[config.mk]
export PLATFORM = sky130hd
export DESIGN_NAME = digit_serial_adder_flat
export DESIGN_NICKNAME = d
export VERILOG_FILES = /design/src/rtl/digit_serial_adder_if.sv /design/src/rtl/digit_serial_adder.sv /design/src/flat_wrapper.sv
export SDC_FILE = /design/constraint.sdc
export NUM_CORES = 1
export LEC_CHECK = 0
export CORE_MARGIN = 1.5
export CORE_UTILIZATION = 30
export CTS_CLUSTER_DIAMETER = 80
export DETAILED_ROUTE_END_ITERATION = 16
export GPL_TIMING_DRIVEN = 0
export PLACE_DENSITY_LB_ADDON = 0.2
export REMOVE_ABC_BUFFERS = 1
export SYNTH_ARGS = -nofsm -noshare
export SYNTH_HDL_FRONTEND = slang
export SYNTH_SLANG_ARGS = --single-unit
[constraint.sdc]
create_clock -name clk -period 2.35 [get_ports clk]
set_input_delay 0.47 -clock clk [delete_from_list [all_inputs] [get_ports clk]]
set_output_delay 0.47 -clock clk [all_outputs]
set_load 0.01 [all_outputs]
[src/rtl/digit_serial_adder_if.sv]
// Bus bundle for the digit-serial adder: operand/request inputs and
// the busy/done/result outputs travel together between requester and adder.
interface digit_serial_adder_if #(
  parameter int WIDTH = 8
) ();

  logic             start;
  logic             inv_a;
  logic             inv_b;
  logic [WIDTH-1:0] a;
  logic [WIDTH-1:0] b;
  logic             cin;
  logic             busy;
  logic             done;
  logic [WIDTH-1:0] sum;
  logic             cout;

  // Requester side: issues operands, observes progress and result.
  modport master (
    output start, inv_a, inv_b, a, b, cin,
    input  busy, done, sum, cout
  );

  // Adder side: consumes operands, produces progress and result.
  modport slave (
    input  start, inv_a, inv_b, a, b, cin,
    output busy, done, sum, cout
  );

endinterface

[src/rtl/digit_serial_adder.sv]
// Digit-serial ripple-carry adder: adds two WIDTH-bit operands DIGIT bits
// per clock, carrying between digits in a register. Optional per-operand
// inversion, start/busy/done handshake, result held until the next done.
module digit_serial_adder #(
  parameter int WIDTH = 8,
  parameter int DIGIT = 2
) (
  input  logic                 clk,
  input  logic                 rst,
  digit_serial_adder_if.slave  bus
);

  localparam int NDIG = WIDTH / DIGIT;
  localparam int CNTW = (NDIG > 1) ? $clog2(NDIG) : 1;
  localparam int DW   = DIGIT + 1;
  localparam logic [CNTW-1:0] LAST_DIG = CNTW'(NDIG - 1);

  typedef enum logic [1:0] {
    IDLE = 2'd0,
    RUN  = 2'd1,
    DONE = 2'd2
  } state_t;

  state_t           state_q, state_d;
  logic [WIDTH-1:0] opa_q, opa_d;
  logic [WIDTH-1:0] opb_q, opb_d;
  logic [WIDTH-1:0] work_q, work_d;
  logic [WIDTH-1:0] sum_q, sum_d;
  logic             carry_q, carry_d;
  logic             cout_q, cout_d;
  logic [CNTW-1:0]  cnt_q, cnt_d;

  // Per-digit views of the latched operands.
  logic [DIGIT-1:0] opa_dig [NDIG];
  logic [DIGIT-1:0] opb_dig [NDIG];

  generate
    for (genvar gi = 0; gi < NDIG; gi++) begin : g_dig
      assign opa_dig[gi] = opa_q[gi*DIGIT +: DIGIT];
      assign opb_dig[gi] = opb_q[gi*DIGIT +: DIGIT];
    end
  endgenerate

  logic [DIGIT-1:0] cur_a;
  logic [DIGIT-1:0] cur_b;
  logic [DW-1:0]    dig_res;

  // Select the current digit and add it with the stored carry.
  always_comb begin
    cur_a = '0;
    cur_b = '0;
    for (int i = 0; i < NDIG; i++) begin
      if (cnt_q == CNTW'(i)) begin
        cur_a = opa_dig[i];
        cur_b = opb_dig[i];
      end
    end
    dig_res = {1'b0, cur_a} + {1'b0, cur_b} + DW'(carry_q);
  end

  // Next-state and datapath update: accept, digit step, completion.
  always_comb begin
    state_d = state_q;
    opa_d   = opa_q;
    opb_d   = opb_q;
    work_d  = work_q;
    sum_d   = sum_q;
    carry_d = carry_q;
    cout_d  = cout_q;
    cnt_d   = cnt_q;

    case (state_q)
      IDLE, DONE: begin
        if (bus.start) begin
          opa_d   = bus.inv_a ? ~bus.a : bus.a;
          opb_d   = bus.inv_b ? ~bus.b : bus.b;
          carry_d = bus.cin;
          cnt_d   = '0;
          work_d  = '0;
          state_d = RUN;
        end else if (state_q == DONE) begin
          state_d = IDLE;
        end
      end

      RUN: begin
        for (int i = 0; i < NDIG; i++) begin
          if (cnt_q == CNTW'(i)) begin
            work_d[i*DIGIT +: DIGIT] = dig_res[DIGIT-1:0];
          end
        end
        carry_d = dig_res[DIGIT];
        if (cnt_q == LAST_DIG) begin
          // Publish the whole result at once; the counter parks on the
          // last digit instead of wrapping.
          sum_d   = work_d;
          cout_d  = dig_res[DIGIT];
          state_d = DONE;
        end else begin
          cnt_d = cnt_q + 1'b1;
        end
      end

      default: begin
        state_d = IDLE;
      end
    endcase
  end

  // State and datapath registers with synchronous reset.
  always_ff @(posedge clk) begin
    if (rst) begin
      state_q <= IDLE;
      opa_q   <= '0;
      opb_q   <= '0;
      work_q  <= '0;
      sum_q   <= '0;
      carry_q <= 1'b0;
      cout_q  <= 1'b0;
      cnt_q   <= '0;
    end else begin
      state_q <= state_d;
      opa_q   <= opa_d;
      opb_q   <= opb_d;
      work_q  <= work_d;
      sum_q   <= sum_d;
      carry_q <= carry_d;
      cout_q  <= cout_d;
      cnt_q   <= cnt_d;
    end
  end

  assign bus.busy = (state_q == RUN);
  assign bus.done = (state_q == DONE);
  assign bus.sum  = sum_q;
  assign bus.cout = cout_q;

endmodule

[src/flat_wrapper.sv]
// flat-port wrapper written by rule: the top's interface ports become plain ports
module digit_serial_adder_flat 
#(
  parameter int WIDTH = 8,
  parameter int DIGIT = 2
)
  (clk, rst, bus_start, bus_inv_a, bus_inv_b, bus_a, bus_b, bus_cin, bus_busy, bus_done, bus_sum, bus_cout);
  digit_serial_adder_if #(.WIDTH(WIDTH)) bus_i ();
  input  logic clk;
  input  logic rst;
  input wire logic [$bits(bus_i.start)-1:0] bus_start;
  input wire logic [$bits(bus_i.inv_a)-1:0] bus_inv_a;
  input wire logic [$bits(bus_i.inv_b)-1:0] bus_inv_b;
  input wire logic [$bits(bus_i.a)-1:0] bus_a;
  input wire logic [$bits(bus_i.b)-1:0] bus_b;
  input wire logic [$bits(bus_i.cin)-1:0] bus_cin;
  output wire logic [$bits(bus_i.busy)-1:0] bus_busy;
  output wire logic [$bits(bus_i.done)-1:0] bus_done;
  output wire logic [$bits(bus_i.sum)-1:0] bus_sum;
  output wire logic [$bits(bus_i.cout)-1:0] bus_cout;
  assign bus_i.start = bus_start;
  assign bus_i.inv_a = bus_inv_a;
  assign bus_i.inv_b = bus_inv_b;
  assign bus_i.a = bus_a;
  assign bus_i.b = bus_b;
  assign bus_i.cin = bus_cin;
  assign bus_busy = bus_i.busy;
  assign bus_done = bus_i.done;
  assign bus_sum = bus_i.sum;
  assign bus_cout = bus_i.cout;
  digit_serial_adder #(.WIDTH(WIDTH), .DIGIT(DIGIT)) u_core (.clk(clk), .rst(rst), .bus(bus_i));
endmodule
Word-level counts from Yosys, hierarchy flattened. Cells that the tools add are included.

Flip-flop bits (word level): 38. Input port bits: 22. Output and inout port bits: 11. Word-level logic and storage cells: 56.

Add/subtract/negate cells: 3. Equality and inequality tests: 9. Multiplexer cells: 25. Bitwise gates (word level): 2. Reduce and logical (&&, ||, !) cells: 9.

Operators by type and width (number): 2-bit 2-to-1 mux (17); 8-bit 2-to-1 mux (3); 8-bit NOT (2); 8-bit one-hot mux with 2 select lines (1); 2-bit one-hot mux with 2 select lines (2); 2-bit AND reduction (4); 2-bit == test, second input constant (3); 2-bit by 1-bit == test with 1-bit output, second input constant (2); 2-bit zero test (2); 2-bit inequality test, second input constant (2); 2-bit by 2-bit adder with 3-bit output (1); 3-bit by 1-bit adder with 3-bit output (1); 3-bit inequality test, second input constant (1); 3-bit AND reduction (1); 2-bit by 1-bit adder with 2-bit output, second input constant (1); 2-bit by 1-bit inequality test with 1-bit output, second input constant (1); 1-bit one-hot mux with 2 select lines (1); 2-bit nonzero test (1); 2-bit OR reduction (1); 1-bit 2-to-1 mux (1).

Logic depth before layout (Yosys ltp).
Depth after elaboration: 9. Gate-level depth with buffers: 11. Gate-level depth less buffers: 10.

Least setup slack after synthesis. No wires, ideal clock.

Path type: register to register. Start: register u_core.cnt_q[0]. End: register u_core.sum_q[1], in the netlist u_core.bus.sum[1]. Setup time: 0.086 ns. Arrival time: 2.421 ns. Data required time: 2.264 ns. Setup slack: -0.156 ns. Cell stages (with the launch flop): 11. Buffers on the path: 0. Clock period less this slack: 2.506 ns. Cell sequence: dfxtp_1 > inv_1 > ha_1 > nor2b_1 > a221o_1 > a22oi_1 > fa_1 > inv_1 > fa_1 > mux2i_1 > a211oi_1.

Word-level cells in the longest chain between the ends: 8. Elaborated cells between the ends (all ways): 16. Those cells by class: add/sub (2); eq/ne (3); mux (9); reduce/logical (2).

Ends and longest elaborated chain: from (decl) (RTL line digit_serial_adder.sv:31) `logic [CNTW-1:0] cnt_q, cnt_d;`; from (signal assigned) (RTL line digit_serial_adder.sv:129) `cnt_q <= cnt_d;`; 2-bit zero test (RTL line digit_serial_adder.sv:53, digit_serial_adder.sv:88); 2-bit 2-to-1 mux (4 in series) (RTL line digit_serial_adder.sv:53) `if (cnt_q == CNTW'(i)) begin`; 2-bit by 2-bit adder with 3-bit output (RTL line digit_serial_adder.sv:58) `dig_res = {1'b0, cur_a} + {1'b0, cur_b} + DW'(carry_q);`; 3-bit by 1-bit adder with 3-bit output (RTL line digit_serial_adder.sv:58); 2-bit 2-to-1 mux (RTL line digit_serial_adder.sv:88) `if (cnt_q == CNTW'(i)) begin`; to (signal assigned) (RTL line digit_serial_adder.sv:126) `sum_q <= sum_d;`; to (decl) (RTL line digit_serial_adder.sv:28) `logic [WIDTH-1:0] sum_q, sum_d;`.

Several ways; a longest one is shown, not always the timed one. A chain may end at the register's enable or synchronous reset.

Worst setup path in the final report.
Start: register u_core.cnt_q[1]. End: register u_core.sum_q[1], in the netlist u_core.bus.sum[1].

The elaborated chain is that of the path after synthesis.

==> flow_summary.toml <==
[power]
p_leak_uw = 0.0008240
switchingPower_uw = 388.9
pwr_density_cell_mw_per_mm2 = 615.1
power_frac_clock = 0.313
p_int_uw = 1056
seq_power_share = 0.461
combPwrFrac = 0.226
vdd_ir_drop_max_mv = 0.3014
switching_share = 0.2692

[routing]
vias = 1413
drtAntennaViolNets = 0
post_drt_wl_per_cell_um = 12.16
first_pass_iters = 4
routed_wl_mm = 3.684
drt_iter0_drc = 38
drc = 0
vias_per_cell = 4.663

[setup_path]
slowest_stage = "fa_2"
crit_arrival_ns = 2.62
critPathCaptureType = "flop"
cpMostUsedCell = "fa_2"
crit_path_cell_trace = "inv_4 > ha_4 > nor2b_4 > a221o_1 > a22oi_2 > fa_2 > inv_2 > fa_2 > mux2i_1 > a211oi_1"
path_delay_family = "adder cells"
critPathLaunch = "u_core.cnt_q[1]$_SDFFE_PP0P_"
required_ns = 2.55
critical_path_buf_inv_count = 2
worst-path-max-fanout = 6
r2r-start = "u_core.cnt_q[1]$_SDFFE_PP0P_"
max_stage_delay_ns = 0.59
worstSetupPathType = "reg -> reg"
cp-start-kind = "flop"

[sta]
slew_viol_final = 0
clock_skew_ns = 0.009645
grt_setup_unrepaired = "true"
hold_violations = 0
worstMarginPinSlew_ns = 0.6987
fin_crit_sh = 1.031
min_period_ns = 2.423
setup_slack_ns = -0.07287
finalSetupViolations = 6
tns_ns = -0.3139
max_freq_mhz = 412.7
relSlewSlack = 0.5342

[place]
hpwl_mm = 2.442
numPortBuffers = 32
gp_congestion = 0.7127
placed_cell_area_mm2 = 0.002112

[floorplan]
die_w_um = 79.88
die_area_mm2 = 0.006380
io_pins = 33
start_util = 0.3162
die_height_um = 79.88
core-area_mm2 = 0.005608
rows = 27

[finish]
antennaDiodeCount = 0
fin_nets = 258
fillers = 618
drive_gt1_frac = 0.1645
final_cell_area_mm2 = 0.002349
area_growth_pct = 32.46

[run]
max_cap_violations = 0

[synth]
synth_cell_type_count = 31
syn_avg_cell_area_um2 = 9.000
synth_top_area_frac = 0.4065
netlist_area_mm2 = 0.001773
synth_warnings = 0
synth_area_leaders = "dfxtp_1 (41%), a211oi_1 (8.0%), xnor2_1 (6.9%)"
synthCells = 197
ys_ff_latch = 36
seq_area_frac_synth = 0.4065
synth_top_area_cell = "dfxtp_1"

[clock_network]
cts.sinks = 36
cts_root_buffer = "clkbuf_8"
numCtsBuffers = 5
worstSkewPairLatency_ns = 0.29
cts_hold_buf = 0
clk_path_buf_depth = 2
h-tree-depth = 2
clk_pin_slew_worst_paths_ns = 0.07
cts_tree = "done"

[run_status]
status = "finished with violations"
violations = "setup timing"

[grt]
grt.overflow.total = 0
grt_pass1_wl_mm = 6.265
grt_max_degree = 41
antenna_found_initial = 0
grt_use_total = 0.1272
grt_pass1_vias = 1338

[worst_hold_path]
hp-class = "reg -> reg"
hp-start = "u_core.bus.sum[2]$_SDFFE_PP0P_"
per-layer routing:
metal  share of wire  track usage  up-vias
met4           0.016      0.04655        0
met2            0.46       0.2102       30
met5               0            0        -
met3           0.044      0.03086        7
met1            0.48       0.1599      628
li1                -            -      748
worst reg2reg max path, cell delays in order, from the launching register on:
cell      delay (ns)
dfxtp_4         0.37
inv_4           0.05
ha_4            0.15
nor2b_4         0.13
a221o_1         0.30
a22oi_2         0.18
fa_2            0.24
inv_2           0.04
fa_2            0.59
mux2i_1         0.10
a211oi_1        0.19
final timing paths:
path / end / slack, ns / cells after the start
worst min-delay path: u_core.bus.sum[2]$_SDFFE_PP0P_ / 0.45 / 2
worst max register to register: u_core.bus.sum[1]$_SDFFE_PP0P_ / -0.07 / 10
worst max-delay path: u_core.bus.sum[1]$_SDFFE_PP0P_ / -0.07 / 10
worst min register to register: u_core.bus.sum[2]$_SDFFE_PP0P_ / 0.45 / 2
sequential cells by signal, summed over array words and instances, names as in the netlist:
signal and flops:
u_core.opb_q 8, u_core.opa_q 8, u_core.work_q 6, u_core.bus.sum 8
u_core.state_q 2, u_core.bus.cout 1, u_core.cnt_q 2, u_core.carry_q 1
kinds of logic (layout without fill, tap and decap cells):
group / count (synthesis) / count (layout) / share of synthesized area
buffers and inverters: 22 / 56 / 0.05505
DFF: 36 / 36 / 0.4065
AOI/OAI and AO/OA: 48 / 48 / 0.1920
muxes: 6 / 6 / 0.04234
adders and majority gates: 6 / 6 / 0.05081
xor gates and xnor gates: 16 / 16 / 0.07904
and+or+nand+nor: 63 / 63 / 0.1743
per-stage QoR:
| step | setup WS (ns) | instances | utilization | power [uW] | hold slack (ns) |
|---|---|---|---|---|---|
| after CTS | -0.1625 | 302 | 0.4152 | 1448 | 0.4573 |
| after detailed placement | -0.6205 | 286 | 0.3766 | 952.7 | 0.4491 |
| final | -0.07287 | 303 | 0.4188 | 1444 | 0.4537 |
| after floorplan | -0.1680 | 182 | - | 847.9 | 0.4316 |
| after global placement | -0.6166 | 286 | 0.3766 | 950.8 | 0.4408 |
| after global routing | -0.2374 | 303 | 0.4188 | 1516 | 0.4688 |
power by group through the flow:
stage          clock [uW]  sequential (uW)  combinational, uW
6_report              452              666                326
5_1_grt               482              670                364
4_1_cts               463              666                320
3_5_place_dp            0              680                273
3_3_place_gp            0              678                273
2_1_floorplan           0              674                174
layout by cell type, fill, tap and decap left out, types with 4 or more instances in the layout:
master and count:
nor2_1 22, a21oi_1 10, inv_1 4, xnor2_1 14
buf_4 8, nand2b_1 8, clkdlybuf4s50_1 31, nand2_1 15
dfxtp_1 33, a211oi_1 19, clkbuf_8 6, nor2b_1 6
cell type report:
class                           instances  area, um2  share of cell area
Tap cell                               72      90.09             0.03836
Inverter                                7      28.78             0.01225
Sequential cell                        36      729.5              0.3106
Multi-Input combinational cell        139       1023              0.4358
Timing Repair Buffer                   41      386.6              0.1646
Clock buffer                            8      90.09             0.03836
repair_timing:
item,in CTS,in global routing
endpoints found under the setup margin,16,9
buffers inserted,8,1
gates cloned,0,0
resized for setup,21,5
pin swaps,9,2
Yosys cell counts:
| master | number |
|---|---|
| a22oi_1 | 2 |
| o211ai_1 | 3 |
| a21oi_1 | 10 |
| mux2i_1 | 3 |
| mux2_4 | 3 |
| a311oi_1 | 1 |
| nor2b_1 | 7 |
| nand3_1 | 4 |
| nor2b_2 | 1 |
| fa_1 | 2 |
| nor2_1 | 22 |
| nand2_1 | 15 |
| o31ai_1 | 3 |
| a221o_1 | 2 |
| o2bb2ai_1 | 3 |
| xnor2_1 | 14 |
| a221oi_1 | 2 |
| clkbuf_1 | 5 |
| buf_4 | 1 |
| dfxtp_1 | 36 |
| xor2_1 | 2 |
| a211oi_1 | 19 |
| nand3b_1 | 2 |
| and3b_1 | 1 |
| nand2b_1 | 9 |
| buf_2 | 9 |
| nand4b_1 | 1 |
| or3b_1 | 1 |
| ha_1 | 4 |
| inv_1 | 7 |
| o21ai_1 | 3 |
(Power assumes the default switching activity.)
